$ cat src/rtl/enemy_spawner_if.sv
// Spawn request channel between the scheduler and the enemy pool.
interface enemy_spawner_if #(
  parameter int X_WIDTH = 10
) ();
  logic               spawn_valid;
  logic               spawn_ready;
  logic [X_WIDTH-1:0] spawn_x;

  modport master (output spawn_valid, output spawn_x, input spawn_ready);
  modport slave  (input spawn_valid, input spawn_x, output spawn_ready);
endinterface

$ cat src/rtl/enemy_spawner.sv
// Wave-based enemy spawn scheduler: tick-paced spawns, LFSR-drawn x coordinate,
// valid/ready handoff to the enemy pool.
module enemy_spawner #(
  parameter int          X_WIDTH   = 10,
  parameter int          X_MIN     = 32,
  parameter int          X_MAX     = 991,
  parameter int          SPAWN_GAP = 3,
  parameter int          WAVE_GAP  = 10,
  parameter int          WAVE_SIZE = 8,
  parameter logic [15:0] LFSR_SEED = 16'hACE1
) (
  input  logic                    clk,
  input  logic                    rst,
  input  logic                    enable,
  input  logic                    tick,
  enemy_spawner_if.master         sp,
  output logic [7:0]              wave_num,
  output logic                    wave_done,
  output logic                    busy
);

  localparam int CNT_MAX = (SPAWN_GAP > WAVE_GAP) ? SPAWN_GAP : WAVE_GAP;
  localparam int CW      = $clog2(CNT_MAX + 1);

  localparam logic [CW-1:0]      WAVE_GAP_C  = CW'(WAVE_GAP);
  localparam logic [CW-1:0]      SPAWN_GAP_C = CW'(SPAWN_GAP);
  localparam logic [CW-1:0]      CNT_ONE     = CW'(1);
  localparam logic [7:0]         LAST_IDX    = 8'(WAVE_SIZE - 1);
  localparam logic [X_WIDTH-1:0] XMIN_C      = X_WIDTH'(X_MIN);
  localparam logic [X_WIDTH-1:0] XMAX_C      = X_WIDTH'(X_MAX);

  typedef enum logic [1:0] {IDLE, GAP, OFFER, SPACE} state_t;

  state_t             state, state_n;
  logic [CW-1:0]      cnt, cnt_n;
  logic [7:0]         spawned, spawned_n;
  logic [7:0]         wave_num_n;
  logic               wave_done_n;
  logic [X_WIDTH-1:0] x_q, x_n;
  logic               valid_q;
  logic [15:0]        lfsr, lfsr_n;
  logic [X_WIDTH-1:0] c, fold_x;
  logic               handshake;

  assign sp.spawn_valid = valid_q;
  assign sp.spawn_x     = x_q;

  // Galois right-shift; feedback applied when the bit shifted out is 1.
  assign lfsr_n = (lfsr >> 1) ^ (lfsr[0] ? 16'hB400 : 16'h0000);

  always_comb begin
    c = lfsr[X_WIDTH-1:0];
    if (c < XMIN_C)      fold_x = c + XMIN_C;
    else if (c > XMAX_C) fold_x = c - XMIN_C;
    else                 fold_x = c;
  end

  assign handshake = valid_q & sp.spawn_ready;

  always_comb begin
    state_n     = state;
    cnt_n       = cnt;
    spawned_n   = spawned;
    wave_num_n  = wave_num;
    wave_done_n = 1'b0;
    x_n         = x_q;
    unique case (state)
      IDLE: begin
        if (enable) begin
          cnt_n     = WAVE_GAP_C;
          spawned_n = '0;
          state_n   = GAP;
        end
      end
      GAP, SPACE: begin
        if (!enable) begin
          state_n = IDLE;
        end else if (tick) begin
          if (cnt == CNT_ONE) begin
            x_n     = fold_x;
            state_n = OFFER;
          end else begin
            cnt_n = cnt - CNT_ONE;
          end
        end
      end
      OFFER: begin
        // The request is never withdrawn; enable only picks where we go after it.
        if (handshake) begin
          if (spawned == LAST_IDX) begin
            wave_done_n = 1'b1;
            if (wave_num != 8'hFF) wave_num_n = wave_num + 8'd1;
            spawned_n = '0;
            cnt_n     = WAVE_GAP_C;
            state_n   = enable ? GAP : IDLE;
          end else begin
            spawned_n = spawned + 8'd1;
            cnt_n     = SPAWN_GAP_C;
            state_n   = enable ? SPACE : IDLE;
          end
        end
      end
      default: state_n = IDLE;
    endcase
  end

  always_ff @(posedge clk) begin
    if (!rst) begin
      state     <= IDLE;
      cnt       <= '0;
      spawned   <= '0;
      wave_num  <= '0;
      wave_done <= 1'b0;
      x_q       <= '0;
      valid_q   <= 1'b0;
      busy      <= 1'b0;
      lfsr      <= LFSR_SEED;
    end else begin
      state     <= state_n;
      cnt       <= cnt_n;
      spawned   <= spawned_n;
      wave_num  <= wave_num_n;
      wave_done <= wave_done_n;
      x_q       <= x_n;
      valid_q   <= (state_n == OFFER);
      busy      <= (state_n != IDLE);
      lfsr      <= lfsr_n;
    end
  end

endmodule

$ cat src/flat_wrapper.sv
// flat-port wrapper written by rule: the top's interface ports become plain ports
module enemy_spawner_flat 
#(
  parameter int          X_WIDTH   = 10,
  parameter int          X_MIN     = 32,
  parameter int          X_MAX     = 991,
  parameter int          SPAWN_GAP = 3,
  parameter int          WAVE_GAP  = 10,
  parameter int          WAVE_SIZE = 8,
  parameter logic [15:0] LFSR_SEED = 16'hACE1
)
  (clk, rst, enable, tick, wave_num, wave_done, busy, sp_spawn_valid, sp_spawn_x, sp_spawn_ready);
  enemy_spawner_if #(.X_WIDTH(X_WIDTH)) sp_i ();
  input  logic clk;
  input  logic rst;
  input  logic enable;
  input  logic tick;
  output logic [7:0] wave_num;
  output logic wave_done;
  output logic busy;
  output wire logic [$bits(sp_i.spawn_valid)-1:0] sp_spawn_valid;
  output wire logic [$bits(sp_i.spawn_x)-1:0] sp_spawn_x;
  input wire logic [$bits(sp_i.spawn_ready)-1:0] sp_spawn_ready;
  assign sp_spawn_valid = sp_i.spawn_valid;
  assign sp_spawn_x = sp_i.spawn_x;
  assign sp_i.spawn_ready = sp_spawn_ready;
  enemy_spawner #(.X_WIDTH(X_WIDTH), .X_MIN(X_MIN), .X_MAX(X_MAX), .SPAWN_GAP(SPAWN_GAP), .WAVE_GAP(WAVE_GAP), .WAVE_SIZE(WAVE_SIZE), .LFSR_SEED(LFSR_SEED)) u_core (.clk(clk), .rst(rst), .enable(enable), .tick(tick), .sp(sp_i), .wave_num(wave_num), .wave_done(wave_done), .busy(busy));
endmodule
$ cat config.mk
export PLATFORM = sky130hd
export DESIGN_NAME = enemy_spawner_flat
export DESIGN_NICKNAME = d
export VERILOG_FILES = /design/src/rtl/enemy_spawner_if.sv /design/src/rtl/enemy_spawner.sv /design/src/flat_wrapper.sv
export SDC_FILE = /design/constraint.sdc
export NUM_CORES = 1
export LEC_CHECK = 0
export BUFFER_PORTS_ARGS = -buffer_cell sky130_fd_sc_hd__buf_4
export CAP_MARGIN = 20
export CORE_MARGIN = 1
export CORE_UTILIZATION = 51
export CTS_CLUSTER_SIZE = 25
export DETAILED_ROUTE_END_ITERATION = 7
export HOLD_SLACK_MARGIN = 0.15
export PLACE_DENSITY = 0.74
export RECOVER_POWER = 50
export SYNTH_ARGS = -nofsm -noshare
export SYNTH_HDL_FRONTEND = slang
export SYNTH_SLANG_ARGS = --single-unit
$ cat constraint.sdc
create_clock -name clk -period 1.7 [get_ports clk]
set_input_delay 0.085 -clock clk [delete_from_list [all_inputs] [get_ports clk]]
set_output_delay 0.085 -clock clk [all_outputs]
set_load 0.005 [all_outputs]
==> impl_metrics.tcl <==
set metrics [dict create \
    run_status "complete, no violations" \
    critical_register_to_register_path_endpoint "u_core.wave_num[3]" \
    clock_latency_ps 320 \
    syn_avg_cell_area_um2 9.54 \
    post-dp-hpwl_um 2970 \
    post_drt_via_cell_ratio 5.41 \
    route.antenna.remaining_nets 0 \
    final_net_count 290 \
    total_leakage_power_nw 1.11 \
    cts-htree-levels 2 \
    finalWorstPathRequiredPeriod_ps 1680 \
    grt_pass1_vias 1661 \
    synth.cell_area_um2 2160 \
    dr.first_iter.drc_count 126 \
    timing.reg2reg.setup_slack_ps 20 \
    placeableCoreArea_um2 4030 \
    clkSinkCount 51 \
    muxShareOfSynthArea_pct 4.18 \
    syn-num-nets 237 \
    power.density_nw_per_um2 792 \
    register_bit_total_from_synthesis 51 \
    yosys_warn_count 0 \
    synth_top_area_share_pct 47.4 \
    placement.io_buffers 25 \
    crit_path_start_kind "flip-flop" \
    ys_dominant_reg_cell "sky130_fd_sc_hd__dfxtp_1" \
    postSynth.asyncResetShare_pct 0 \
    grt_first_pass_wirelength_um 7470 \
    synth_xor_area_share_pct 3.66 \
    post_synth_and_or_nand_nor_area_fraction_pct 23.6 \
    post_synth_most_frequent_cells "sky130_fd_sc_hd__dfxtp_1, sky130_fd_sc_hd__nor2_1, sky130_fd_sc_hd__a21oi_1" \
    drv_slew 0 \
    report.final.hold_viol_count 0 \
    post-synth-top-count-cell "sky130_fd_sc_hd__dfxtp_1" \
    setup_viol 0 \
    worst-endpoint-arrival_ps 1940 \
    synth.area.top_cells "sky130_fd_sc_hd__dfxtp_1, sky130_fd_sc_hd__mux2i_1, sky130_fd_sc_hd__nor2_1" \
    timing.critical_path.to_type "flip-flop" \
    core.rowCount 23 \
    grt_antenna_before_repair 0 \
    cts_tree "built" \
    synth_top_area_cell "sky130_fd_sc_hd__dfxtp_1" \
    drv_cap 0 \
    worst-setup-path-type "flip-flop to flip-flop" \
    wl_um 4530 \
    synth-edff-count 0 \
    grt_use_total_pct 22.2 \
    ir_drop_v 0.000568 \
    finalSetupTns_ps 0 \
    cp_max_fo 5 \
    layout-drive-gt1-share_pct 28.6 \
    maxClockFrequency_mhz 596 \
    cts.root.buffer_cell "sky130_fd_sc_hd__clkbuf_8" \
    grt_start_max_net_pins 26 \
    reg2regPathDepth 5 \
    setup_repair_after_global_routing_missed_its_margin "yes" \
    worst_case_hold_path_end_point "u_core.state[0]" \
    fillerInstances 344 \
    synth-compound-area-share_pct 13.9 \
    min_path_type "primary input to flip-flop" \
    worstPathRequired_ps 1960 \
    n_antenna_cell 0 \
    synth_top_family_by_area "simple AND/OR/NAND/NOR gates" \
    first_pass_iters 4 \
    number_of_placed_instances_taps_included 316 \
    areaGrowthSynthToFinish_pct 27.9 \
    detailroute.via_count 1786 \
    post-route-period-util_pct 98.7 \
    die_x_um 67.0 \
    initial_core_util_pct 53.5 \
    design.portCount 26 \
    tritoncts.num_buffers 5 \
    drcViolationCount 0 \
    die-area_um2 4490 \
    transition_time_at_the_pin_with_the_least_slew_margin_ps 458 \
    post_drt_wl_per_cell_um 13.7 \
    synth_adder_area_share_pct 3.48 \
    critical_path.reg2reg.startpoint "u_core.spawned[1]" \
    place_congestion 0.766 \
    cts_buffer_depth 2 \
    finalClockSkew_ps 7.42 \
    finished_layout_cells 330 \
    hold_start "tick" \
    syn_inst 226 \
    synthDistinctLibCells 50 \
    die_height_um 67.0 \
    worst_slew_margin_rel_pct 69.3 \
    cts.reportedPaths.clkPinSlew_ps 100 \
    synth.yosys.seq_area_share_pct 47.4 \
    overflow 0 \
    worstHoldPathCells 4 \
]
-- cells in the final DEF, fill, tap and decap left out, types with 3 or more instances in the layout --
master	count
sky130_fd_sc_hd__mux2i_1	9
sky130_fd_sc_hd__o211ai_1	3
sky130_fd_sc_hd__nand3_1	7
sky130_fd_sc_hd__dfxtp_2	4
sky130_fd_sc_hd__and2_1	6
sky130_fd_sc_hd__inv_1	6
sky130_fd_sc_hd__o2111ai_1	3
sky130_fd_sc_hd__a21oi_1	11
sky130_fd_sc_hd__or3_1	3
sky130_fd_sc_hd__ha_1	4
sky130_fd_sc_hd__nand2_1	12
sky130_fd_sc_hd__a21oi_2	3
sky130_fd_sc_hd__and3_1	4
sky130_fd_sc_hd__nor2_1	23
sky130_fd_sc_hd__xor2_1	6
sky130_fd_sc_hd__nor3_1	4
sky130_fd_sc_hd__clkbuf_1	4
sky130_fd_sc_hd__o21ai_0	8
sky130_fd_sc_hd__xnor2_1	3
sky130_fd_sc_hd__buf_4	31
sky130_fd_sc_hd__clkbuf_8	5
sky130_fd_sc_hd__and4_1	3
sky130_fd_sc_hd__o31ai_1	3
sky130_fd_sc_hd__buf_6	3
sky130_fd_sc_hd__dfxtp_1	47
sky130_fd_sc_hd__clkbuf_4	15
sky130_fd_sc_hd__nand2b_1	7
-- report_power, final --
part	internal (mW)	switching (mW)
clock network	0.302	0.429
registers	1.24	0.0313
logic	0.0921	0.0930
total	1.63	0.553
-- final cells by class --
type / instances / area (um2) / area share (%)
Tap cell: 50 / 62.6 / 2.27
Multi-Input combinational cell: 157 / 1120 / 40.7
Timing Repair Buffer: 56 / 419 / 15.2
Clock inverter: 3 / 27.5 / 0.998
Sequential cell: 51 / 1030 / 37.2
Inverter: 8 / 30.0 / 1.09
Clock buffer: 5 / 68.8 / 2.50
-- layer usage --
| layer | vias to the layer above | routed length [um] | global-route usage, % |
|---|---|---|---|
| met5 | - | 0 | 0 |
| met4 | 0 | 80 | 9.57 |
| met3 | 8 | 199 | 4.45 |
| met2 | 34 | 2150 | 35.6 |
| met1 | 829 | 2110 | 28.5 |
| li1 | 915 | - | - |
-- cell families after synthesis --
kind of cell	Yosys count
AO/OA/AOI/OAI	46
XOR/XNOR	9
adder cells (fa/ha/maj)	6
buffers and inverters	18
flip-flops	51
multiplexers	9
AND/OR/NAND/NOR	87
-- flip-flops by register name, summed over array words and instances (netlist names) --
name / count
u_core.lfsr: 16
u_core.wave_num: 8
u_core.busy: 1
u_core.spawned: 8
u_core.sp.spawn_x: 10
u_core.wave_done: 1
u_core.state: 2
u_core.sp.spawn_valid: 1
u_core.cnt: 4
-- worst max-delay path by stage --
stage	from	end	cells past startpoint
3_3_place_gp	u_core.cnt[1]	u_core.sp.spawn_x[2]	7
5_1_grt	u_core.spawned[1]	u_core.wave_num[3]	5
3_5_place_dp	u_core.cnt[1]	u_core.sp.spawn_x[8]	7
4_1_cts	u_core.spawned[1]	u_core.wave_num[1]	6
6_report	u_core.spawned[1]	u_core.wave_num[3]	5
2_1_floorplan	u_core.cnt[1]	u_core.sp.spawn_x[8]	8
-- timing repair --
item                                   4_1_cts  5_1_grt
setup endpoints to repair                   13       25
hold buffers                                 2        0
pin swaps                                    1        7
cloned                                       0        1
gates resized for setup                      5       18
endpoints found under the hold margin       14        0
buffers inserted                             1        2
-- worst max-delay path: stages (launching register included) --
cell,delay [ps]
sky130_fd_sc_hd__dfxtp_2,360
sky130_fd_sc_hd__ha_4,130
sky130_fd_sc_hd__nor4b_4,300
sky130_fd_sc_hd__nand3_4,160
sky130_fd_sc_hd__or4_4,540
sky130_fd_sc_hd__a21oi_2,140
-- through the flow --
stage / setup WS, ps / util, % / power [mW] / hold slack (ps) / area (um2)
floorplan: 8.12 / - / 1.39 / 158 / 2160
global placement: -13.0 / 63.2 / 1.45 / 393 / 2540
detailed placement: -76.4 / 63.2 / 1.45 / 396 / 2540
CTS: 12.3 / 66.8 / 2.19 / 212 / 2690
global route: -52.4 / 68.4 / 2.27 / 256 / 2760
finish: 22.1 / 68.4 / 2.18 / 212 / 2760
Power figures use the tool's default switching activity.
